**config.mk**
```make
export PLATFORM = sky130hd
export DESIGN_NAME = ascii_dec_parse
export DESIGN_NICKNAME = d
export VERILOG_FILES = /design/src/rtl/ascii_dec_parse.sv
export SDC_FILE = /design/constraint.sdc
export NUM_CORES = 1
export LEC_CHECK = 0
export BUFFER_PORTS_ARGS = -buffer_cell sky130_fd_sc_hd__buf_2
export CAP_MARGIN = 40
export CORE_MARGIN = 2
export CORE_UTILIZATION = 35
export DETAILED_ROUTE_END_ITERATION = 10
export GPL_TIMING_DRIVEN = 0
export HOLD_SLACK_MARGIN = 0.03
export MAX_ROUTING_LAYER = met4
export PLACE_DENSITY = 0.56
export SYNTH_ARGS = -nofsm -noshare
export SYNTH_HDL_FRONTEND = slang
export SYNTH_SLANG_ARGS = --single-unit
```
**constraint.sdc**
```tcl
create_clock -name clk -period 3.7 [get_ports clk]
set_input_delay 0.37 -clock clk [delete_from_list [all_inputs] [get_ports clk]]
set_output_delay 0.37 -clock clk [all_outputs]
set_load 0.02 [all_outputs]
```
**src/rtl/ascii_dec_parse.sv**
```systemverilog
// ASCII decimal digit stream parser: accumulates a digit run into a saturating binary value.
// Optional signed parsing with a leading '-' is enabled by defining ASCII_PARSE_SIGN_EN.
module ascii_dec_parse #(
  parameter int         WIDTH = 16,
  parameter logic [7:0] ZERO  = 8'h30
) (
  input  logic             clk,
  input  logic             rst,
  input  logic [7:0]       in_data,
  input  logic             in_valid,
  output logic             in_ready,
  output logic [WIDTH-1:0] out_value,
  output logic             out_ovf,
  output logic             out_valid,
  input  logic             out_ready
);

  typedef enum logic [1:0] {IDLE, ACC, HOLD} state_t;

  localparam logic [WIDTH+3:0] UMAX = {4'b0000, {WIDTH{1'b1}}};
`ifdef ASCII_PARSE_SIGN_EN
  localparam logic [WIDTH+3:0] NMAX = {4'b0000, 1'b1, {(WIDTH-1){1'b0}}};
  localparam logic [WIDTH+3:0] PMAX = NMAX - 1'b1;
  localparam logic [WIDTH+3:0] LIM_POS = PMAX;
`else
  localparam logic [WIDTH+3:0] LIM_POS = UMAX;
`endif

  state_t           state, state_nxt;
  logic [WIDTH-1:0] acc, acc_nxt;
  logic             ovf, ovf_nxt;
  logic             latch;
  logic             beat, is_digit;
  logic [7:0]       diff;
  logic [3:0]       d;
  logic [WIDTH+3:0] prod, lim;
`ifdef ASCII_PARSE_SIGN_EN
  logic             neg, neg_nxt, ndig, ndig_nxt;
`endif

  // acc*10 + d, wide enough that no intermediate can wrap
  function automatic logic [WIDTH+3:0] mac10(input logic [WIDTH-1:0] a, input logic [3:0] dd);
    logic [WIDTH+3:0] w;
    w = {4'b0000, a};
    return (w << 3) + (w << 1) + {{WIDTH{1'b0}}, dd};
  endfunction

  function automatic logic [WIDTH-1:0] sat(input logic [WIDTH+3:0] v, input logic [WIDTH+3:0] l);
    return (v > l) ? l[WIDTH-1:0] : v[WIDTH-1:0];
  endfunction

  assign in_ready  = (state != HOLD);
  assign out_valid = (state == HOLD);
  assign beat      = in_valid & in_ready;
  assign diff      = in_data - ZERO;
  assign is_digit  = (in_data >= ZERO) && (diff < 8'd10);
  assign d         = diff[3:0];

  always_ff @(posedge clk) begin
    if (rst) state <= IDLE;
    else     state <= state_nxt;
  end

  always_comb begin
    state_nxt = state;
    acc_nxt   = acc;
    ovf_nxt   = ovf;
    latch     = 1'b0;
    prod      = '0;
`ifdef ASCII_PARSE_SIGN_EN
    neg_nxt   = neg;
    ndig_nxt  = ndig;
    lim       = neg ? NMAX : PMAX;
`else
    lim       = UMAX;
`endif
    case (state)
      IDLE: begin
        if (beat && is_digit) begin
          prod      = mac10('0, d);
          acc_nxt   = sat(prod, LIM_POS);
          ovf_nxt   = (prod > LIM_POS);
          state_nxt = ACC;
`ifdef ASCII_PARSE_SIGN_EN
          neg_nxt   = 1'b0;
          ndig_nxt  = 1'b1;
        end else if (beat && in_data == 8'h2D) begin
          acc_nxt   = '0;
          ovf_nxt   = 1'b0;
          neg_nxt   = 1'b1;
          ndig_nxt  = 1'b0;
          state_nxt = ACC;
`endif
        end
      end
      ACC: begin
        if (beat && is_digit) begin
`ifdef ASCII_PARSE_SIGN_EN
          ndig_nxt = 1'b1;
`endif
          // once saturated the value is pinned at the limit
          if (!ovf) begin
            prod    = mac10(acc, d);
            acc_nxt = sat(prod, lim);
            ovf_nxt = (prod > lim);
          end
        end else if (beat) begin
`ifdef ASCII_PARSE_SIGN_EN
          if (!ndig) begin
            state_nxt = IDLE;
          end else begin
            state_nxt = HOLD;
            latch     = 1'b1;
          end
`else
          state_nxt = HOLD;
          latch     = 1'b1;
`endif
        end
      end
      HOLD: begin
        if (out_ready) state_nxt = IDLE;
      end
      default: state_nxt = IDLE;
    endcase
  end

  always_ff @(posedge clk) begin
    if (rst) begin
      acc       <= '0;
      ovf       <= 1'b0;
      out_value <= '0;
      out_ovf   <= 1'b0;
`ifdef ASCII_PARSE_SIGN_EN
      neg       <= 1'b0;
      ndig      <= 1'b0;
`endif
    end else begin
      acc <= acc_nxt;
      ovf <= ovf_nxt;
`ifdef ASCII_PARSE_SIGN_EN
      neg  <= neg_nxt;
      ndig <= ndig_nxt;
      if (latch) begin
        out_value <= neg ? -acc : acc;
        out_ovf   <= ovf;
      end
`else
      if (latch) begin
        out_value <= acc;
        out_ovf   <= ovf;
      end
`endif
    end
  end

endmodule

```
==> results of run 1 <==
-- placed cells by master, fill, tap and decap left out, drive strengths merged, types with 3 or more instances in the layout --
master  count
nand2      59
a21oi      46
dfxtp      36
buf        32
ha         31
clkbuf     16
nor2       12
a221oi     12
a21o        9
xnor2       9
and3        6
nand3       6
o21ai       5
nand2b      4
inv         4
o211ai      4
or3         4
xor2        4
a221o       3
a31oi       3
-- kinds of logic (layout without fill, tap and decap cells) --
| logic type | after synthesis | in the layout | synth area share |
|---|---|---|---|
| AND/OR/NAND/NOR | 99 | 99 | 0.181 |
| flip-flops | 36 | 36 | 0.296 |
| AO/OA/AOI/OAI | 98 | 98 | 0.272 |
| adder cells (fa/ha/maj) | 33 | 33 | 0.176 |
| buffers and inverters | 16 | 55 | 0.0278 |
| XOR/XNOR | 13 | 13 | 0.0468 |
-- state kept, by name, summed over array words and instances, names as in the netlist --
name	flops
out_ovf	1
ovf	1
state	2
out_value	16
acc	16
-- path summary, 6_finish.rpt --
kind | slack [ns] | depth (start not counted) | to | from
worst min-delay path | 0.35 | 3 | state[1] | out_ready
worst max register to register | 0.20 | 10 | acc[5] | acc[0]
worst max-delay path | 0.20 | 10 | acc[5] | acc[0]
worst min register to register | 0.45 | 2 | out_value[15] | out_value[15]
-- routing by layer --
metal  global-route usage  vias to the layer above
met4               0.0210                        0
met3               0.0284                        2
met1                0.237                     1082
met5                    -                        -
li1                     -                     1164
met2                0.242                       46
-- worst max-delay path: stages (launching register included) --
cell and delay, ns:
dfxtp_1 0.43, fa_1 0.49, fa_1 0.48, a21o_1 0.23, a221o_1 0.35, a221o_1 0.36, o41ai_2 0.26, nand2b_1 0.14
a211oi_4 0.35, buf_4 0.21, a221oi_1 0.07
-- final cells by class --
class / count / area, um2
fillers: 699 / 3950
multi-input cells: 243 / 1650
flip-flops and latches: 36 / 721
repair buffers: 31 / 160
well taps: 80 / 100
clock buffers: 5 / 68.8
plain buffers: 12 / 52.6
clock inverters: 3 / 42.5
inverters: 4 / 15.0
-- stage by stage --
step / cell area (um2) / total power (W) / util / setup TNS [ns] / hold WS (ns)
2_1_floorplan: 2430 / 0.000415 / - / 0 / 0.463
6_report: 2810 / 0.000762 / 0.415 / 0 / 0.346
5_1_grt: 2810 / 0.000785 / 0.415 / 0 / 0.349
3_3_place_gp: 2680 / 0.000426 / 0.396 / -0.584 / 0.440
4_1_cts: 2790 / 0.000764 / 0.413 / 0 / 0.340
3_5_place_dp: 2680 / 0.000427 / 0.396 / -0.567 / 0.443
-- where the power goes --
group | switching [W] | leakage [nW] | internal, W
clock network | 0.000145 | 0.0541 | 0.000199
registers | 0.00000107 | 0.290 | 0.000388
logic | 0.0000182 | 0.932 | 0.0000105
==> impl_results.md, run 1 <==
* Drt drc at 0
* Clock Tree Root: clkbuf_8
* Antenna diodes at 0
* Area leader, netlist: dfxtp_1
* Area contributors post-synth: dfxtp_1 30%, ha_1 16%, a21oi_1 9.5%
* Die H at 87.4 um
* Starting DRT DRC Count at 119
* Tightest Pin Transition at 0.534 ns
* Largest net degree at the start of global routing at 13
* Slew Viols, Final at 0
* First-pass DRT Iterations at 4
* Leading cell types by count after synthesis: 59 x nand2_1, 46 x a21oi_1, 36 x dfxtp_1
* Total Die Area at 0.00764 mm2
* First-pass GRT wire length at 9.76 mm
* Yosys cell types at 44
* DP HPWL at 4.62 mm
* Relative slew margins at 0.644
* Initial Util at 0.360
* CTS Sinks at 36
* Worst vdd ir at 0.157 mV
* Ys Warns at 0
* Gr usage total at 0.163
* Synth Cell Area at 0.00243 mm2
* Total CTS buffers at 5
* # Post-CTS Setup Buffers at 0
* Met1 wire length at 2.97 mm
* Yosys reg bits at 36
* Vias in the first global route at 1974
* GPL Wtd Cong at 0.804
* PortBufs at 29
* Total gr overflow at 0
* Final ANT Viol Nets at 0
* Unrepaired setup endpoints after global routing: no
* PnR worst setup slack at 0.196 ns
* Gate Count Post-Synth at 295
* Met3 WL at 225 um
* Hold Crit Class: primary input to register
* Area Growth Syn to Fin at 15.3%
* Final Cycle Share at 0.947
* Via/cell ratio at 5.54
* Core area at 0.00676 mm2
* Kind of critical path: register to register
* Avg Inst Size Synth at 8.25 um2
* Final hold violations at 0
* WL/cell at 14.3 um
* Status: finished clean
* Syn_nets at 340
* Crit-path max FO at 5
* Final WL at 5.91 mm
* Clk_skew at 0.00876 ns
* Final non-filler cell total at 414
* CP Data Required Time at 3.84 ns
* CP Launch Type: register
* CTS H-Tree Depth at 2
* Pleak at 1.28 nW
* Max cap viols at 0
* Initial antenna violation count at 0
* Routed length on met2 at 2.71 mm
* Hold buffers post-CTS at 0
* Async SR Flop Fraction at 0
* Overall die width at 87.4 um
* Clock tree buffer depth at 2
* CTS tree: built
* Pwr/cell area at 272 mW/mm2
* Setup Viol. Count Final at 0
* Total number of vias at 2294
* Clk slew on worst S/H paths at 0.07 ns
* Total Nets Final at 378
* Number of enable flip-flop cells after synthesis at 0
* Seq/Total Area, Yosys at 0.296
* Clock latency on the worst-skew pair at 0.29 ns
* Post-cts sizing count at 0
* Layout cells sized above 1 at 0.129
* Yosys top cell area share at 0.296
* Final min period at 3.50 ns
* Count leader, synth: nand2_1
* Top-level I/O count at 31
* Crit end category: register
* Row cnt at 30
* DR top layer: met4
* Cell count after placement at 404
* Critical Path AT at 3.65 ns
* Pre-CTS WS at -0.0836 ns
* Most used flip-flop cell after synthesis: dfxtp_1
* Fmax at 285 MHz
Power figures use the tool's default switching activity.
==> run 2: changes to the inputs <==
--- a/config.mk
+++ b/config.mk
@@ -13,7 +13,8 @@
 export GPL_TIMING_DRIVEN = 0
 export HOLD_SLACK_MARGIN = 0.03
 export MAX_ROUTING_LAYER = met4
-export PLACE_DENSITY = 0.56
+export PLACE_DENSITY = 0.5
 export SYNTH_ARGS = -nofsm -noshare
 export SYNTH_HDL_FRONTEND = slang
 export SYNTH_SLANG_ARGS = --single-unit
+export TNS_END_PERCENT = 10
==> run 2 against run 1 <==
Net effect: wire length increased by 6.5%; final cell count decreased by 0.24%; count of clock-buffer cells in the layout increased by 1; sequential cell count unchanged; core utilization decreased by 0.30 points; clock power decreased by 24%; sequential power about the same; non-clock buffer count unchanged; clock skew decreased by 0.0049 ns; sequential share of layout area increased by 0.23 points; critical path type unchanged; critical endpoint unchanged; largest cell class unchanged; highest routed layer unchanged.
==> impl_results.md, run 2 (synthesized netlist as in run 1, its figures left out) <==
* Status: finished clean
* Initial antenna violation count at 0
* Crit-path leading delay family: compound AO/OA/AOI/OAI gates
* Total CTS buffers at 5
* Crit-path slowest cell: fa_1
* Hold Path Cell Cnt at 3
* PortBufs at 29
* Antenna diodes at 0
* Final WL at 6.30 mm
* Largest net degree at the start of global routing at 11
* Final ANT Viol Nets at 0
* Initial Util at 0.360
* Core area at 0.00676 mm2
* R2R depth at 10
* Top-level I/O count at 31
* Layout cells sized above 1 at 0.132
* CTS H-Tree Depth at 2
* Vias in the first global route at 2174
* Most common cell after layout, fill and taps aside: nand2_1
* Cell count after placement at 404
* Crit end category: register
* Pleak at 1.27 nW
* Multi-input gate area at 0.00166 mm2
* CP Launch Type: register
* First-pass GRT wire length at 10.4 mm
* Drt drc at 0
* DP HPWL at 4.87 mm
* Die H at 87.4 um
* Final non-filler cell total at 413
* Worst vdd ir at 0.101 mV
* Commonest non-fill, non-tap cells in the layout: 59 x nand2_1, 46 x a21oi_1, 35 x dfxtp_1
* Unrepaired setup endpoints after global routing: no
* Total power at 0.000680 W
* FF+latch area at 722 um2
* CTS tree: built
* Critical Path AT at 3.68 ns
* CP Buf/Inv Count at 1
* Via/cell ratio at 5.47
* WL/cell at 15.2 um
* Filler cell count at 720
* CP cell instances: fa_1 > fa_1 > a21o_1 > a221o_1 > a221o_1 > o41ai_2 > nand2b_1 > a211oi_4 > buf_4 > a221oi_1
* Clock tree buffer depth at 2
* First-pass DRT Iterations at 4
* GPL Wtd Cong at 0.764
* Kind of critical path: register to register
* Overall die width at 87.4 um
* Total Nets Final at 378
* Final hold violations at 0
* Clk slew on worst S/H paths at 0.07 ns
* Gr usage total at 0.176
* Setup Viol. Count Final at 0
* Max cap viols at 0
* Total Die Area at 0.00764 mm2
* Area Growth Syn to Fin at 14.4%
* Clock latency on the worst-skew pair at 0.28 ns
* Fmax at 282 MHz
* Fin Setup TNS at 0 ns
* Clk_skew at 0.00384 ns
* Starting DRT DRC Count at 98
* CP Data Required Time at 3.84 ns
* Clock Tree Root: clkbuf_8
* CTS Sinks at 36
* Tightest Pin Transition at 0.564 ns
* Relative slew margins at 0.624
* Row cnt at 30
* Total gr overflow at 0
* Crit path depth at 10
* Pwr/cell area at 244 mW/mm2
* Pre-CTS WS at -0.103 ns
* Total number of vias at 2261
* Finished Core Util at 0.412
* Top flop regs: acc x16, out_value x16, state x2
* Final Cycle Share at 0.958
* Final min period at 3.54 ns
* Crit-path max FO at 5
* Slew Viols, Final at 0
* Hold Crit Class: primary input to register
* Max stage delay on crit path at 0.50 ns
* PnR worst setup slack at 0.156 ns
run 2: changes by cell type in the layout (fill, tap and decap cells not counted):
| cell | before | now |
|---|---|---|
| bufinv_16 | 1 | 0 |
| a311oi_1 | 1 | 0 |
| clkinvlp_4 | 1 | 0 |
| a221oi_2 | 0 | 1 |
| clkbuf_1 | 11 | 12 |
| dfxtp_1 | 36 | 35 |
| a221oi_1 | 12 | 11 |
| a311oi_2 | 0 | 1 |
| dfxtp_2 | 0 | 1 |
run 2: path summary, 6_finish.rpt:
check,startpoint,end,slack (ns)
worst max-delay path,acc[2],acc[5],0.16
worst min-delay path,out_ready,state[1],0.35
worst max register to register,acc[2],acc[5],0.16
worst min register to register,out_value[13],out_value[13],0.45
run 2: power breakdown:
group / internal [W] / switching, W / total [W] / leakage (nW)
Sequential: 0.000388 / 0.00000112 / 0.000389 / 0.290
Combinational: 0.0000104 / 0.0000188 / 0.0000292 / 0.936
Clock: 0.000128 / 0.000133 / 0.000261 / 0.0410
Total: 0.000527 / 0.000153 / 0.000680 / 1.27
run 2: layout make-up:
| cell class | count | share of cell area |
|---|---|---|
| Clock inverter | 1 | 0.00180 |
| Inverter | 4 | 0.00539 |
| Tap cell | 80 | 0.0359 |
| Timing Repair Buffer | 31 | 0.0575 |
| Multi-Input combinational cell | 243 | 0.595 |
| Clock buffer | 6 | 0.0261 |
| Sequential cell | 36 | 0.259 |
| Buffer | 12 | 0.0189 |
run 2: what timing repair did:
action | CTS | global route
hold buffers | 0 | 0
gates resized for setup | 0 | 3
gates cloned | 0 | 0
pin swaps | 1 | 0
endpoints found under the setup margin | 7 | 11
buffers inserted | 2 | 0
run 2: layer usage:
| metal | vias up | track usage | share of wire |
|---|---|---|---|
| li1 | 1166 | - | - |
| met5 | - | - | 0 |
| met4 | 0 | 0.0294 | 0.0059 |
| met3 | 4 | 0.0303 | 0.037 |
| met2 | 46 | 0.258 | 0.44 |
| met1 | 1045 | 0.257 | 0.51 |
run 2: metrics by stage:
stage               area, um2  hold WS, ns
floorplan                2430        0.463
global placement         2680        0.442
detailed placement       2680        0.445
CTS                      2770        0.349
global route             2790        0.365
finish                   2790        0.350
run 2: tightest hold or removal path, cell delays in order:
cell,delay (ns)
buf_2,0.07
nand2b_1,0.09
a21oi_1,0.06
